<file path="src/rtl/if_fetch_pkg.sv">
// Shared types and constants for the instruction-fetch front end.
// Word widths, enable/reset levels, queue-entry layout and the FSM state encoding.
package if_fetch_pkg;

  localparam int INST_ADDR_W = 32;
  localparam int INST_W      = 32;

  localparam logic [INST_W-1:0] ZERO_WORD    = '0;
  localparam logic              CHIP_ENABLE  = 1'b1;
  localparam logic              CHIP_DISABLE = 1'b0;
  localparam logic              RST_ENABLE   = 1'b1;
  localparam logic              BRANCH       = 1'b1;
  localparam int                FETCH_Q_DEPTH = 2;

  typedef enum logic {
    ST_IDLE,
    ST_FETCH
  } fetch_state_e;

  typedef struct packed {
    logic [INST_ADDR_W-1:0] pc;
    logic [INST_W-1:0]      inst;
  } fetch_entry_t;

  function automatic logic [INST_ADDR_W-1:0] word_align(input logic [INST_ADDR_W-1:0] addr);
    return {addr[INST_ADDR_W-1:2], 2'b00};
  endfunction

endpackage

</file>
<file path="src/rtl/if_fetch_fifo.sv">
// DEPTH-entry {pc,inst} queue; head visible combinationally, writes land next cycle.
// keep_head_only trims to the oldest entry surviving this cycle's pop, admitting the push only if none survives.
module if_fifo
  import if_fetch_pkg::*;
#(
  parameter int DEPTH = FETCH_Q_DEPTH
) (
  input  logic                    clk,
  input  logic                    rst,
  input  logic                    push,
  input  fetch_entry_t            push_dat,
  input  logic                    pop,
  input  logic                    keep_head_only,
  output fetch_entry_t            head_dat,
  output logic [$clog2(DEPTH):0]  count
);

  localparam int PW = $clog2(DEPTH);
  localparam int CW = PW + 1;
  localparam logic [CW-1:0] FULL_CNT = CW'(DEPTH);

  fetch_entry_t    mem [DEPTH];
  logic [PW-1:0]   rd_ptr, wr_ptr;
  logic [PW-1:0]   rd_ptr_nxt, wr_ptr_nxt, wr_idx;
  logic [CW-1:0]   count_nxt, count_after_pop;
  logic            wr_en;

  always_comb begin
    rd_ptr_nxt      = rd_ptr + PW'(pop);
    count_after_pop = count - CW'(pop);
    wr_en           = 1'b0;
    wr_idx          = wr_ptr;
    wr_ptr_nxt      = wr_ptr;
    count_nxt       = count;
    if (keep_head_only) begin
      if (count_after_pop != '0) begin
        // Oldest survivor stays; everything younger and this cycle's push are dropped.
        count_nxt  = CW'(1);
        wr_ptr_nxt = rd_ptr_nxt + PW'(1);
      end else begin
        wr_en      = push;
        wr_idx     = rd_ptr_nxt;
        wr_ptr_nxt = rd_ptr_nxt + PW'(push);
        count_nxt  = CW'(push);
      end
    end else begin
      wr_en      = push && ((count < FULL_CNT) || pop);
      wr_ptr_nxt = wr_ptr + PW'(wr_en);
      count_nxt  = count_after_pop + CW'(wr_en);
    end
  end

  always_ff @(posedge clk) begin
    if (rst == RST_ENABLE) begin
      rd_ptr <= '0;
      wr_ptr <= '0;
      count  <= '0;
    end else begin
      rd_ptr <= rd_ptr_nxt;
      wr_ptr <= wr_ptr_nxt;
      count  <= count_nxt;
    end
  end

  always_ff @(posedge clk) begin
    if (wr_en) mem[wr_idx] <= push_dat;
  end

  assign head_dat = mem[rd_ptr];

endmodule

</file>
<file path="src/rtl/if_fetch.sv">
// Fetch front end: owns PC, drives ROM, queues {pc,inst}; word fetched at t is at head at t+1.
// Stops fetching when the queue is full and ID is not popping; branches keep the delay slot and redirect PC.
module if_fetch
  import if_fetch_pkg::*;
#(
  parameter logic [INST_ADDR_W-1:0] RESET_PC = 32'h0000_0000,
  parameter int                     DEPTH    = FETCH_Q_DEPTH
) (
  input  logic                   clk,
  input  logic                   rst,
  output logic                   rom_ce,
  output logic [INST_ADDR_W-1:0] rom_addr,
  input  logic [INST_W-1:0]      rom_inst,
  input  logic                   branch_flag_i,
  input  logic [INST_ADDR_W-1:0] branch_target_address_i,
  input  logic                   id_ready_i,
  output logic                   if_valid_o,
  output logic [INST_ADDR_W-1:0] if_pc_o,
  output logic [INST_W-1:0]      if_inst_o
);

  localparam int CW = $clog2(DEPTH) + 1;
  localparam logic [CW-1:0] FULL_CNT = CW'(DEPTH);

  fetch_state_e           state, state_nxt;
  logic [INST_ADDR_W-1:0] pc, pc_nxt;
  logic [CW-1:0]          count;
  logic                   pop;
  logic                   branch_taken;
  fetch_entry_t           head_dat;
  fetch_entry_t           push_dat;

  assign if_valid_o   = (count != '0);
  assign pop          = if_valid_o & id_ready_i;
  assign branch_taken = (branch_flag_i == BRANCH);
  assign push_dat     = '{pc: pc, inst: rom_inst};

  always_ff @(posedge clk) begin
    if (rst == RST_ENABLE) begin
      state <= ST_IDLE;
      pc    <= word_align(RESET_PC);
    end else begin
      state <= state_nxt;
      pc    <= pc_nxt;
    end
  end

  always_comb begin
    state_nxt = state;
    rom_ce    = CHIP_DISABLE;
    rom_addr  = ZERO_WORD;
    pc_nxt    = pc;
    case (state)
      ST_IDLE:  state_nxt = ST_FETCH;
      ST_FETCH: begin
        if ((count < FULL_CNT) || pop) begin
          rom_ce   = CHIP_ENABLE;
          rom_addr = pc;
        end
      end
      default:  state_nxt = ST_IDLE;
    endcase
    // A redirect overrides the sequential increment, even if this cycle fetched.
    if (branch_taken) begin
      pc_nxt = word_align(branch_target_address_i);
    end else if (rom_ce == CHIP_ENABLE) begin
      pc_nxt = pc + 32'd4;
    end
  end

  if_fifo #(.DEPTH(DEPTH)) u_fifo (
    .clk            (clk),
    .rst            (rst),
    .push           (rom_ce == CHIP_ENABLE),
    .push_dat       (push_dat),
    .pop            (pop),
    .keep_head_only (branch_taken),
    .head_dat       (head_dat),
    .count          (count)
  );

  assign if_pc_o   = if_valid_o ? head_dat.pc   : ZERO_WORD;
  assign if_inst_o = if_valid_o ? head_dat.inst : ZERO_WORD;

endmodule
</file>
<file path="config.mk">
export PLATFORM = sky130hd
export DESIGN_NAME = if_fetch
export DESIGN_NICKNAME = d
export VERILOG_FILES = /design/src/rtl/if_fetch_pkg.sv /design/src/rtl/if_fetch_fifo.sv /design/src/rtl/if_fetch.sv
export SDC_FILE = /design/constraint.sdc
export NUM_CORES = 1
export LEC_CHECK = 0
export BUFFER_PORTS_ARGS = -buffer_cell sky130_fd_sc_hd__buf_2
export CAP_MARGIN = 0
export CORE_ASPECT_RATIO = 0.7
export CORE_MARGIN = 2
export CORE_UTILIZATION = 54
export DETAILED_ROUTE_END_ITERATION = 7
export MAX_ROUTING_LAYER = met4
export PLACE_DENSITY_LB_ADDON = 0.3
export SLEW_MARGIN = 20
export SYNTH_ARGS = -nofsm -noshare
export SYNTH_HDL_FRONTEND = slang
export SYNTH_SLANG_ARGS = --single-unit
export TNS_END_PERCENT = 100
</file>
<file path="constraint.sdc">
create_clock -name clk -period 5.2 [get_ports clk]
set_input_delay 0.26 -clock clk [delete_from_list [all_inputs] [get_ports clk]]
set_output_delay 0.26 -clock clk [all_outputs]
set_load 0.02 [all_outputs]
</file>
Word-level counts from Yosys, hierarchy flattened
Memories as Yosys holds them, arrays and structs flattened. A register that Yosys moved wholly into a read port is not among the register bits.
Cells that the tools add are included.
{"block": "word_totals", "memories": 1, "regBits": 37, "in_bits": 68, "out_inout_bits": 98, "ram_bits": 128}
{"block": "classes", "n_bitwise": 1, "muxes": 20, "addsub": 7, "n_lt_le_gt_ge": 1, "reduce_logical": 6}
{"memory": "u_fifo.mem", "depth": 2, "width": 64, "read_ports": 1, "rd_clocked_by_memory_dff": 1, "wr": 1, "line_no": "if_fetch_fifo.sv:22", "text": "fetch_entry_t mem [DEPTH];"}
{"op": "$mux W32", "count": 6}
{"op": "$add A32 B3 Y32 const B", "count": 1}
{"op": "$mux W1", "count": 13}
{"op": "$reduce_bool A2 Y1", "count": 3}
{"op": "$add A1 B1 Y1", "count": 3}
{"op": "$add A2 B1 Y2", "count": 1}
{"op": "$lt A2 B2 Y1 const B", "count": 1}
{"op": "$mux W2", "count": 1}
{"op": "$reduce_or A2 Y1", "count": 1}
{"op": "$sub A2 B1 Y2", "count": 1}
{"op": "$add A1 B1 Y1 const B", "count": 1}
{"op": "$and A1 B1 Y1", "count": 1}
{"op": "$logic_and A1 B1 Y1", "count": 1}
{"op": "$logic_or A1 B1 Y1", "count": 1}

Longest topological paths before layout
Gate-level depths: netlist of the first run.
{"block": "logic_depth", "depth_word": 9, "mapped_depth": 7, "mapped_depth_nobuf": 7}

Modules after synthesis
Synthesis of the first run repeated with hierarchy kept, for this count alone.
{"block": "unflattened", "hier_cells": 560, "area_unflattened_um2": 7344.5}
{"mod": "if_fifo", "area_per_inst_um2": 4917.2, "n_inst": 1, "seq_area_each_um2": 3923.8, "cells_per_inst": 234}
{"mod": "if_fetch", "area_per_inst_um2": 2427.3, "n_inst": 1, "seq_area_each_um2": 620.6, "cells_per_inst": 326}

Least setup slack after synthesis of the first run
Ideal clock, no wire load.
{"block": "synth_path", "path_type": "register to register", "start": "reg u_fifo.count[1]", "end": "mem u_fifo.mem[1][0] in the netlist's numbering (enable)", "t_arrival_ns": 4.251, "n_path_buf": 0, "stages_incl_launch_ff": 7, "path_slack_ns": 0.447, "synth_period_minus_slack_ns": 4.753, "cell_sequence": "dfxtp_1 > o21ai_0 > inv_1 > ha_1 > nor2b_1 > nand3b_1 > a21oi_1"}
{"block": "synth_between", "elab_chain_len": 9, "elab_cells_between_ends": 16, "classes_between": "add/sub: 2; order compare: 1; mux: 8; bitwise: 1; reduce/logical: 4"}
{"element": "start: declaration", "line_no": "if_fetch_fifo.sv:15", "text": "output logic [$clog2(DEPTH):0] count"}
{"element": "start signal: assignment", "line_no": "if_fetch_fifo.sv:61", "text": "count <= count_nxt;"}
{"element": "branches (longest 9 deep; another with $sub A2 B1 Y2)"}
{"element": "end: declaration", "line_no": "if_fetch_fifo.sv:22"}
Parallel ways; which one is timed is not known.

Worst setup path in the final report of the first run
{"block": "layout_path", "start": "reg u_fifo.count[1]", "end": "mem u_fifo.mem[0][60] in the netlist's numbering (enable)"}
The elaborated chain is that of the path after synthesis.

==> impl_summary.log, run 1 <==
[metrics] fraction of final layout cells sized beyond drive strength 1: 27.8%
[metrics] count of unique library cells instantiated by Yosys: 45
[metrics] final critical-path share of the clock period: 60.6%
[metrics] flip-flop cell with the highest count after synthesis: sky130_fd_sc_hd__edfxtp_1
[metrics] sink count of the clock tree: 159
[metrics] Least-Margin Pin Slew: 1.07 ns
[metrics] # Max-Cap Violations: 0
[metrics] fmax: 317 MHz
[metrics] clock tree from TritonCTS: yes
[metrics] classification of the worst setup path: reg2reg
[metrics] wire per inst: 18.5 um
[metrics] TNS Setup: 0 ns
[metrics] clock insertion delay at the later pin of the skew report: 0.41 ns
[metrics] Initial Util: 55.8%
[metrics] Core Region: 0.0125 mm2
[metrics] postcts setup bufs: 0
[metrics] synthesized area per cell: 12.3 um2
[metrics] power per cell area: 394 mW/mm2
[metrics] Critical Path Source Type: flip-flop
[metrics] worst slew slack as a fraction of its limit: 28.6%
[metrics] Horiz. Die Dim: 140 um
[metrics] async set or reset register ratio after synthesis: 0%
[metrics] 1st-iter DRT viols: 433
[metrics] total I/O pin count: 166
[metrics] slack of the worst reg-to-reg path: 2.05 ns
[metrics] outcome: complete, no violations
[metrics] number of antenna violations at the first check in global routing: 0
[metrics] Vias/cell: 5.83
[metrics] Root Buffer: sky130_fd_sc_hd__clkbuf_16
[metrics] vias in the first global route: 5066
[metrics] Syn. warnings: 0
[metrics] grt total ovfl: 0
[metrics] CTS H-Tree Depth: 4
[metrics] final slew viol count: 0
[metrics] setup slack at placement: 2.05 ns
[metrics] count of instances resized after the clock tree is built: 0
[metrics] largest clock skew in the final design: 0.00774 ns
[metrics] drt drc: 0
[metrics] netlist area before placement: 0.00698 mm2
[metrics] Die H: 99.1 um
[metrics] Final setup viols: 0
[metrics] CTS clock-pin slew for the worst setup and hold paths: 0.06 ns
[metrics] final period demand of the worst path: 3.15 ns
[metrics] vias post-DR: 5180
[metrics] antenna diode count: 0
[metrics] EDFF count, synth: 124
[metrics] sequential share of the synthesized area: 63.4%
[metrics] detailed placement HPWL: 10.7 mm
[metrics] Inserted Clock Buffers: 17
[metrics] Power Total: 3.31 mW
[metrics] placer's final routability congestion estimate: 0.867
[metrics] pin count of the biggest net entering global routing: 63
[metrics] final number of hold-violating endpoints: 0
[metrics] count of mapped cells out of synthesis: 569
[metrics] total number of nets in the final design: 784
[metrics] required time worst endpoint: 5.26 ns
[metrics] number of search-and-repair iterations in the first detailed-routing pass: 5
[metrics] RSZ-0062 raised after global routing: false
[metrics] flop and latch count out of synthesis: 159
[metrics] Total Routed Length: 16.4 mm
[metrics] Clock Path Buffers: 2
[metrics] Layout area overhead: 20.6%
[metrics] endpoint type of the worst setup path: flip-flop
[metrics] Die ar.: 0.0139 mm2
[metrics] Hold-fix buffers, CTS: 0
[metrics] worst-path fanout max: 33
[metrics] Arr. time, crit path: 3.21 ns
[metrics] final setup slack of the worst path: 2.05 ns
[metrics] VDD IR-drop max: 0.240 mV
[metrics] Port Buffer Count: 159
[metrics] global-route usage over all layers: 24.5%
[metrics] number of cell rows: 34
[metrics] Leak: 3.27 nW
[metrics] number of nets with antenna violations after routing: 0
[metrics] worst hold path type: in2reg
[metrics] first-pass GRT wire length: 25.7 mm
[metrics] filler cell count: 968
flip-flops by register name, indices dropped and copies added (netlist names):
register and flops:
pc 30, state 1, u_fifo.count 2, u_fifo.mem 124, u_fifo.rd_ptr 1, u_fifo.wr_ptr 1
kinds of logic (layout without fill, tap and decap cells):
group                    count (synthesis)  in the layout  share of synthesized area [%]
AO/OA/AOI/OAI                           62             62                           6.87
XOR/XNOR                                 8              8                           1.00
adder cells (fa/ha/maj)                  2              2                          0.358
buffers and inverters                   53            208                           3.12
flip-flops                             159            159                           63.4
multiplexers                            62             62                           8.89
other                                    1              4                         0.0537
AND/OR/NAND/NOR                        222            222                           16.3
power breakdown:
part	internal (mW)	leakage (nW)	total, mW	switching [mW]
sequential	1.51	1.45	1.57	0.0625
clock	0.608	0.249	1.11	0.498
combinational	0.216	1.57	0.634	0.417
layout make-up:
class                      instances  area (um2)  share of cell area [%]
timing repair buffer             167         856                    10.2
multi-input combinational        360        2370                    28.2
clock buffer                      18         429                    5.10
tap                              162         203                    2.41
clock inverter                    14        92.6                    1.10
inverter                           9        33.8                   0.401
sequential                       159        4430                    52.6
synth_stat cells (all sizes together), types with 7 or more instances:
cell    count  share of area, %
edfxtp    124                53
nor2       96               5.2
mux2i      62               8.9
dfxtp      35                10
clkbuf     31               1.7
and3       30               2.7
a311oi     19               2.4
nand2      19               1.0
or4        16               1.7
buf        13              0.95
o31ai      13               1.4
nand3      12              0.86
nand4      11              0.99
and4        9               1.1
inv         8              0.43
o21ai       7              0.50
cells in the final DEF (no fill, tap or decap), types with 16 or more instances in the layout:
cell and count:
sky130_fd_sc_hd__nor2_1 94, sky130_fd_sc_hd__dfxtp_1 34, sky130_fd_sc_hd__a311oi_1 19, sky130_fd_sc_hd__nand2_1 19, sky130_fd_sc_hd__mux2i_1 62, sky130_fd_sc_hd__clkbuf_16 17, sky130_fd_sc_hd__and3_1 30, sky130_fd_sc_hd__edfxtp_1 124
sky130_fd_sc_hd__buf_2 159, sky130_fd_sc_hd__or4_1 16
stage by stage:
step           cells  area, um2  util (%)  hold WS [ns]
3_5_place_dp     857       7900      63.1         0.451
2_1_floorplan    572       6990         -         0.343
4_1_cts          889       8420      67.3        0.0198
3_3_place_gp     857       7900      63.1         0.449
5_1_grt          889       8420      67.3        0.0202
6_report         889       8420      67.3        0.0291
layer usage:
layer	GRT usage (%)	wire, um
met2	38.3	7740
met3	5.06	1230
met1	32.9	7270
met4	7.69	176
met5	-	0
path summary, 6_finish.rpt:
| kind | start | cells after the start | endpoint |
|---|---|---|---|
| hold / removal | rom_inst[3] | 1 | u_fifo.mem[1][3] |
| setup / recovery | u_fifo.count[1] | 7 | u_fifo.mem[0][60] |
| hold reg to reg | pc[31] | 0 | u_fifo.mem[0][63] |
| setup reg to reg | u_fifo.count[1] | 7 | u_fifo.mem[0][60] |
critical path: stages (launching register included):
cell,delay [ns]
sky130_fd_sc_hd__dfxtp_1,0.39
sky130_fd_sc_hd__o21ai_0,0.32
sky130_fd_sc_hd__inv_1,0.10
sky130_fd_sc_hd__ha_1,0.32
sky130_fd_sc_hd__nor2b_1,0.22
sky130_fd_sc_hd__a31oi_1,0.15
sky130_fd_sc_hd__nor2_4,0.74
sky130_fd_sc_hd__buf_4,0.54
No activity file was read; power rests on OpenSTA's default activity.
==> run 2, diff against run 1 <==
--- a/config.mk
+++ b/config.mk
@@ -5,6 +5,7 @@
 export SDC_FILE = /design/constraint.sdc
 export NUM_CORES = 1
 export LEC_CHECK = 0
+export ABC_AREA = 1
 export BUFFER_PORTS_ARGS = -buffer_cell sky130_fd_sc_hd__buf_2
 export CAP_MARGIN = 0
 export CORE_ASPECT_RATIO = 0.7
==> constraint.sdc (replaced) <==
create_clock -name clk -period 3.1 [get_ports clk]
set_input_delay 0.155 -clock clk [delete_from_list [all_inputs] [get_ports clk]]
set_output_delay 0.155 -clock clk [all_outputs]
set_load 0.02 [all_outputs]
==> run 2 against run 1 <==
Power rose by 120%. Via count is 14% higher. Area after synthesis increased by 3.0%. Sequential power grew 94%. Critical path depth increased by 3. Worst hold slack worse by 0.020 ns. Cell area up 7.6%. Critical path type unchanged. Critical endpoint is now u_fifo.mem[1][10]. Largest cell class unchanged.
==> impl_summary.log, run 2 <==
[metrics] Int Power: 4.68 mW
[metrics] worst hold path type: in2reg
[metrics] netlist area before placement: 0.00719 mm2
[metrics] most repeated cell in the gate-level netlist after synthesis: sky130_fd_sc_hd__nand2_1
[metrics] Least-Margin Pin Slew: 0.694 ns
[metrics] number of search-and-repair iterations in the first detailed-routing pass: 6
[metrics] global-route usage over all layers: 26.5%
[metrics] flip-flop cell with the highest count after synthesis: sky130_fd_sc_hd__edfxtp_1
[metrics] largest cells by area after synthesis: sky130_fd_sc_hd__edfxtp_1 (52%), sky130_fd_sc_hd__nand2_1 (13%), sky130_fd_sc_hd__dfxtp_1 (9.7%)
[metrics] vias in the first global route: 5531
[metrics] final setup slack of the worst path: 0.490 ns
[metrics] final period demand of the worst path: 2.61 ns
[metrics] grt total ovfl: 0
[metrics] # Max-Cap Violations: 0
[metrics] Root Buffer: sky130_fd_sc_hd__clkbuf_16
[metrics] net switching power: 2.68 mW
[metrics] Arr. time, crit path: 2.69 ns
[metrics] postcts setup bufs: 0
[metrics] EDFF count, synth: 124
[metrics] worst-path fanout max: 55
[metrics] Leak: 3.74 nW
[metrics] Hold Slack: 0.00922 ns
[metrics] fmax: 383 MHz
[metrics] Largest register FFs: 124
[metrics] TNS Setup: 0 ns
[metrics] top flop regs: u_fifo.mem x124, pc x30, u_fifo.count x2
[metrics] total I/O pin count: 166
[metrics] Core Region: 0.0131 mm2
[metrics] antenna diode count: 0
[metrics] setup slack at placement: 0.500 ns
[metrics] part of the total power dissipated in the clock network: 26.7%
[metrics] instance count after placement with tap cells included: 1087
[metrics] Port Buffer Count: 159
[metrics] 1st-iter DRT viols: 487
[metrics] classification of the worst setup path: reg2reg
[metrics] Die ar.: 0.0143 mm2
[metrics] Inserted Clock Buffers: 17
[metrics] endpoint type of the worst setup path: flip-flop
[metrics] Clock Path Buffers: 2
[metrics] total number of nets in the final design: 1042
[metrics] outcome: complete, no violations
[metrics] first-pass GRT wire length: 27.9 mm
[metrics] Critical Path Source Type: flip-flop
[metrics] Syn. warnings: 0
[metrics] Final setup viols: 0
[metrics] Gate power share: 31.8%
[metrics] top library cells by usage in the layout, fill and taps aside: sky130_fd_sc_hd__nand2_1 (243), sky130_fd_sc_hd__buf_2 (159), sky130_fd_sc_hd__edfxtp_1 (124)
[metrics] top register by number of flip-flops: u_fifo.mem
[metrics] sequential share of the synthesized area: 61.5%
[metrics] pin count of the biggest net entering global routing: 63
[metrics] RSZ-0062 raised after global routing: false
[metrics] number of nets with antenna violations after routing: 0
[metrics] Die H: 101 um
[metrics] detailed placement HPWL: 11.5 mm
[metrics] wire per inst: 15.6 um
[metrics] switching fraction of total power: 36.4%
[metrics] count of unique library cells instantiated by Yosys: 32
[metrics] fraction of final layout cells sized beyond drive strength 1: 23.9%
[metrics] CTS clock-pin slew for the worst setup and hold paths: 0.06 ns
[metrics] power per cell area: 812 mW/mm2
[metrics] number of antenna violations at the first check in global routing: 0
[metrics] synthesized area per cell: 9.17 um2
[metrics] Yosys top cell area share: 51.8%
[metrics] top post-synthesis cells by count: sky130_fd_sc_hd__nand2_1 (243), sky130_fd_sc_hd__edfxtp_1 (124), sky130_fd_sc_hd__nor2_1 (85)
[metrics] VDD IR-drop max: 0.376 mV
[metrics] final critical-path share of the clock period: 84.2%
[metrics] vias post-DR: 5924
[metrics] Initial Util: 54.9%
[metrics] Synth area leader: sky130_fd_sc_hd__edfxtp_1
[metrics] Vias/cell: 5.15
[metrics] placer's final routability congestion estimate: 0.918
[metrics] final number of hold-violating endpoints: 0
[metrics] filler cell count: 1053
[metrics] Total Routed Length: 17.9 mm
[metrics] final slew viol count: 0
[metrics] count of instances resized after the clock tree is built: 0
[metrics] final core utilization: 69.2%
[metrics] number of cell rows: 35
[metrics] CTS H-Tree Depth: 4
[metrics] commonest non-fill, non-tap cell in the layout: sky130_fd_sc_hd__nand2_1
[metrics] count of mapped cells out of synthesis: 784
[metrics] flop and latch count out of synthesis: 159
[metrics] clock insertion delay at the later pin of the skew report: 0.42 ns
[metrics] Layout area overhead: 26.0%
[metrics] sequential cell fraction of total power: 41.5%
[metrics] drt drc: 0
[metrics] sink count of the clock tree: 159
[metrics] worst slew slack as a fraction of its limit: 53.7%
[metrics] Non-Filler Instances: 1151
[metrics] async set or reset register ratio after synthesis: 0%
[metrics] Horiz. Die Dim: 142 um
[metrics] clock tree from TritonCTS: yes
[metrics] required time worst endpoint: 3.18 ns
[metrics] largest clock skew in the final design: 0.00719 ns
## run 2: cell count changes after synthesis, moves of 25 or more
cell                      before  now
sky130_fd_sc_hd__inv_1         8   57
sky130_fd_sc_hd__nand2_1      19  243
sky130_fd_sc_hd__a21oi_1       3   80
sky130_fd_sc_hd__mux2i_1      62    0
sky130_fd_sc_hd__nand3_1      12   37
sky130_fd_sc_hd__and3_1       30    0
## run 2: cell families after synthesis
| logic type | Yosys count | synth area share [%] |
|---|---|---|
| AO/OA/AOI/OAI | 122 | 9.13 |
| XOR/XNOR | 9 | 1.10 |
| buffers and inverters | 105 | 5.88 |
| adder cells (fa/ha/maj) | 2 | 0.348 |
| AND/OR/NAND/NOR | 386 | 22.0 |
| other | 1 | 0.0521 |
| flip-flops | 159 | 61.5 |
## run 2: cell type report
cell class | instances | area [um2] | share of cell area, %
clock buffers | 17 | 425 | 4.70
clock inverters | 15 | 133 | 1.46
inverters | 69 | 262 | 2.89
multi-input cells | 523 | 2370 | 26.2
flip-flops and latches | 159 | 4430 | 48.8
well taps | 166 | 208 | 2.29
repair buffers | 202 | 1240 | 13.6
## run 2: worst max-delay path, cell delays in order (launching register included)
cell                      delay, ns
sky130_fd_sc_hd__dfxtp_1       0.35
sky130_fd_sc_hd__inv_2         0.11
sky130_fd_sc_hd__nand2_1       0.10
sky130_fd_sc_hd__nand2_1       0.10
sky130_fd_sc_hd__inv_2         0.05
sky130_fd_sc_hd__ha_1          0.31
sky130_fd_sc_hd__inv_1         0.08
sky130_fd_sc_hd__nor2_1        0.20
sky130_fd_sc_hd__o21ai_0       0.26
sky130_fd_sc_hd__nor2_4        0.36
sky130_fd_sc_hd__buf_12        0.35
## run 2: per-layer routing
| layer | GRT usage, % | vias to the layer above | share of wire [%] |
|---|---|---|---|
| met4 | 7.62 | 0 | 1.4 |
| met2 | 40.6 | 267 | 44 |
| met3 | 5.56 | 23 | 7.8 |
| met1 | 36.1 | 2671 | 46 |
| li1 | - | 2963 | - |
| met5 | - | - | 0 |
## run 2: through the flow
stage | power (mW) | cell area, um2
finish | 7.36 | 9060
CTS | 7.38 | 9060
floorplan | 4.56 | 7210
global route | 7.73 | 9060
global placement | 5.35 | 8180
detailed placement | 5.39 | 8180
## run 2: path summary, 6_finish.rpt
path,to,slack [ns],cells after the start,start
setup / recovery,u_fifo.mem[1][10],0.49,10,u_fifo.count[1]
hold / removal,pc[4],0.009,3,branch_target_address_i[4]
setup reg to reg,u_fifo.mem[1][10],0.49,10,u_fifo.count[1]
hold reg to reg,u_fifo.mem[1][62],0.53,0,pc[30]
## run 2: what timing repair did
action,4_1_cts,5_1_grt
hold endpoints to repair,64,0
endpoints found under the setup margin,0,0
hold buffers,32,0
## run 2: power by group through the flow
stage               clock network (mW)  logic, mW  registers (mW)
finish                            1.97       2.34            3.05
global route                      2.09       2.55            3.09
detailed placement                   0       2.30            3.09
global placement                     0       2.27            3.07
floorplan                            0       1.50            3.07
CTS                               1.99       2.35            3.05
==> run 3, diff against run 2 <==
--- a/config.mk
+++ b/config.mk
@@ -10,7 +10,7 @@
 export CAP_MARGIN = 0
 export CORE_ASPECT_RATIO = 0.7
 export CORE_MARGIN = 2
-export CORE_UTILIZATION = 54
+export CORE_UTILIZATION = 49
 export DETAILED_ROUTE_END_ITERATION = 7
 export MAX_ROUTING_LAYER = met4
 export PLACE_DENSITY_LB_ADDON = 0.3
==> constraint.sdc (replaced) <==
create_clock -name clk -period 2.2 [get_ports clk]
set_input_delay 0.11 -clock clk [delete_from_list [all_inputs] [get_ports clk]]
set_output_delay 0.11 -clock clk [all_outputs]
set_load 0.02 [all_outputs]
==> run 3 against run 2 <==
Register-to-register slack got worse by 0.39 ns. Sequential cell count is the same. Setup slack worse by 0.39 ns. Largest cell class unchanged.
==> impl_summary.log, run 3 (same netlist as run 2, synthesis figures left out) <==
[metrics] worst hold path type: in2reg
[metrics] top register by number of flip-flops: u_fifo.mem
[metrics] setup slack at placement: 0.0509 ns
[metrics] worst setup path startpoint: u_fifo.count[1]
[metrics] top flop regs: u_fifo.mem x124, pc x30, u_fifo.count x2
[metrics] vias post-DR: 5986
[metrics] Arr. time, crit path: 2.22 ns
[metrics] start point of the worst min-delay path: branch_target_address_i[30]
[metrics] cells along the critical path: inv_4, nand2_4, nand2_2, inv_2, ha_4, inv_4, nor3_4, nand2_1, o21ai_2, inv_2, nor2_4, buf_12, clkbuf_16
[metrics] drt drc: 0
[metrics] Critical Path Source Type: flip-flop
[metrics] classification of the worst setup path: reg2reg
[metrics] sink count of the clock tree: 159
[metrics] Die ar.: 0.0157 mm2
[metrics] Root Buffer: sky130_fd_sc_hd__clkbuf_16
[metrics] total I/O pin count: 166
[metrics] endpoint type of the worst setup path: flip-flop
[metrics] 1st-iter DRT viols: 534
[metrics] number of search-and-repair iterations in the first detailed-routing pass: 5
[metrics] top library cells by usage in the layout, fill and taps aside: sky130_fd_sc_hd__nand2_1 (241), sky130_fd_sc_hd__buf_2 (159), sky130_fd_sc_hd__edfxtp_1 (124)
[metrics] global-route usage over all layers: 23.8%
[metrics] final number of hold-violating endpoints: 0
[metrics] critical-path cell with the highest stage delay: sky130_fd_sc_hd__dfxtp_4
[metrics] TNS Setup: 0 ns
[metrics] Initial Util: 49.5%
[metrics] number of nets with antenna violations after routing: 0
[metrics] commonest non-fill, non-tap cell in the layout: sky130_fd_sc_hd__nand2_1
[metrics] Non-Filler Instances: 1195
[metrics] placer's final routability congestion estimate: 0.911
[metrics] fraction of final layout cells sized beyond drive strength 1: 25.2%
[metrics] outcome: complete, no violations
[metrics] final setup slack of the worst path: 0.103 ns
[metrics] detailed placement HPWL: 11.5 mm
[metrics] first-pass GRT wire length: 27.8 mm
[metrics] worst-path fanout max: 22
[metrics] Core Region: 0.0145 mm2
[metrics] antenna diode count: 0
[metrics] Horiz. Die Dim: 149 um
[metrics] Inserted Clock Buffers: 17
[metrics] Die H: 105 um
[metrics] Least-Margin Pin Slew: 1.04 ns
[metrics] Layout area overhead: 30.5%
[metrics] slowest stage delay, CP: 0.37 ns
[metrics] CTS H-Tree Depth: 4
[metrics] instance count after placement with tap cells included: 1117
[metrics] VDD IR-drop max: 0.596 mV
[metrics] fmax: 477 MHz
[metrics] number of antenna violations at the first check in global routing: 0
[metrics] Power Total: 10.7 mW
[metrics] clock insertion delay at the later pin of the skew report: 0.42 ns
[metrics] grt total ovfl: 0
[metrics] Port Buffer Count: 159
[metrics] # Max-Cap Violations: 0
[metrics] vias in the first global route: 5370
[metrics] Total Routed Length: 18.1 mm
[metrics] pin count of the biggest net entering global routing: 63
[metrics] final period demand of the worst path: 2.10 ns
[metrics] final critical-path share of the clock period: 95.3%
[metrics] CTS clock-pin slew for the worst setup and hold paths: 0.07 ns
[metrics] total number of nets in the final design: 1057
[metrics] Vias/cell: 5.01
[metrics] Leak: 3.86 nW
[metrics] Final setup viols: 0
[metrics] Reg2Reg Launch Point: u_fifo.count[1]
[metrics] clock tree from TritonCTS: yes
[metrics] largest clock skew in the final design: 0.00870 ns
[metrics] power per cell area: 1140 mW/mm2
[metrics] Largest register FFs: 124
[metrics] wire per inst: 15.1 um
[metrics] required time worst endpoint: 2.33 ns
[metrics] number of cell rows: 37
[metrics] final slew viol count: 0
[metrics] worst slew slack as a fraction of its limit: 30.6%
[metrics] Clock Path Buffers: 2
==> run 3: worst paths after layout <==
check                                          to  slack, ns  cells past startpoint
worst max-delay path            u_fifo.mem[0][45]       0.10                     13
worst max register to register  u_fifo.mem[0][45]       0.10                     13
worst min register to register  u_fifo.mem[0][55]       0.52                      0
worst min-delay path                       pc[30]       0.02                      5
==> run 3: per-stage QoR <==
| step | cell area (um2) | hold WS (ns) | utilization (%) |
|---|---|---|---|
| after detailed placement | 8300 | 0.301 | 57.1 |
| final | 9390 | 0.0188 | 64.6 |
| after CTS | 9270 | 0.00448 | 63.8 |
| after global placement | 8300 | 0.299 | 57.1 |
| after floorplan | 7270 | 0.209 | - |
| after global routing | 9390 | 0.0197 | 64.6 |
==> run 3: per-layer routing <==
layer,track usage [%],vias up,routed length (um)
li1,-,2994,-
met1,33.6,2732,8410
met2,35.4,247,8010
met3,5.11,13,1500
met4,6.12,0,144
met5,-,-,0
==> run 3: final cells by class <==
| type | instances | area (um2) |
|---|---|---|
| inverters | 69 | 267 |
| clock inverters | 14 | 125 |
| fillers | 1183 | 5150 |
| clock buffers | 18 | 429 |
| well taps | 195 | 244 |
| flip-flops and latches | 159 | 4430 |
| repair buffers | 217 | 1480 |
| multi-input cells | 523 | 2410 |
==> run 3: worst max-delay path, delay by kind of cell, from the launching register on <==
family	cells	cell delay [ns]
simple gates	5	0.46
compound gates	1	0.10
flops	1	0.37
fa+ha+maj	1	0.28
buf+inv	6	0.58
==> run 3: repair_timing <==
item	in CTS	in global routing
endpoints found under the setup margin	0	82
resized for setup	0	4
hold buffers	41	0
hold endpoints to repair	73	0
setup buffers	0	2
==> run 3: where the power goes <==
part           switching (mW)  leakage (nW)  internal, mW
Combinational            2.45          2.13          1.22
Sequential              0.235          1.46          4.07
Clock                    1.24         0.266          1.48
Total                    3.93          3.86          6.78
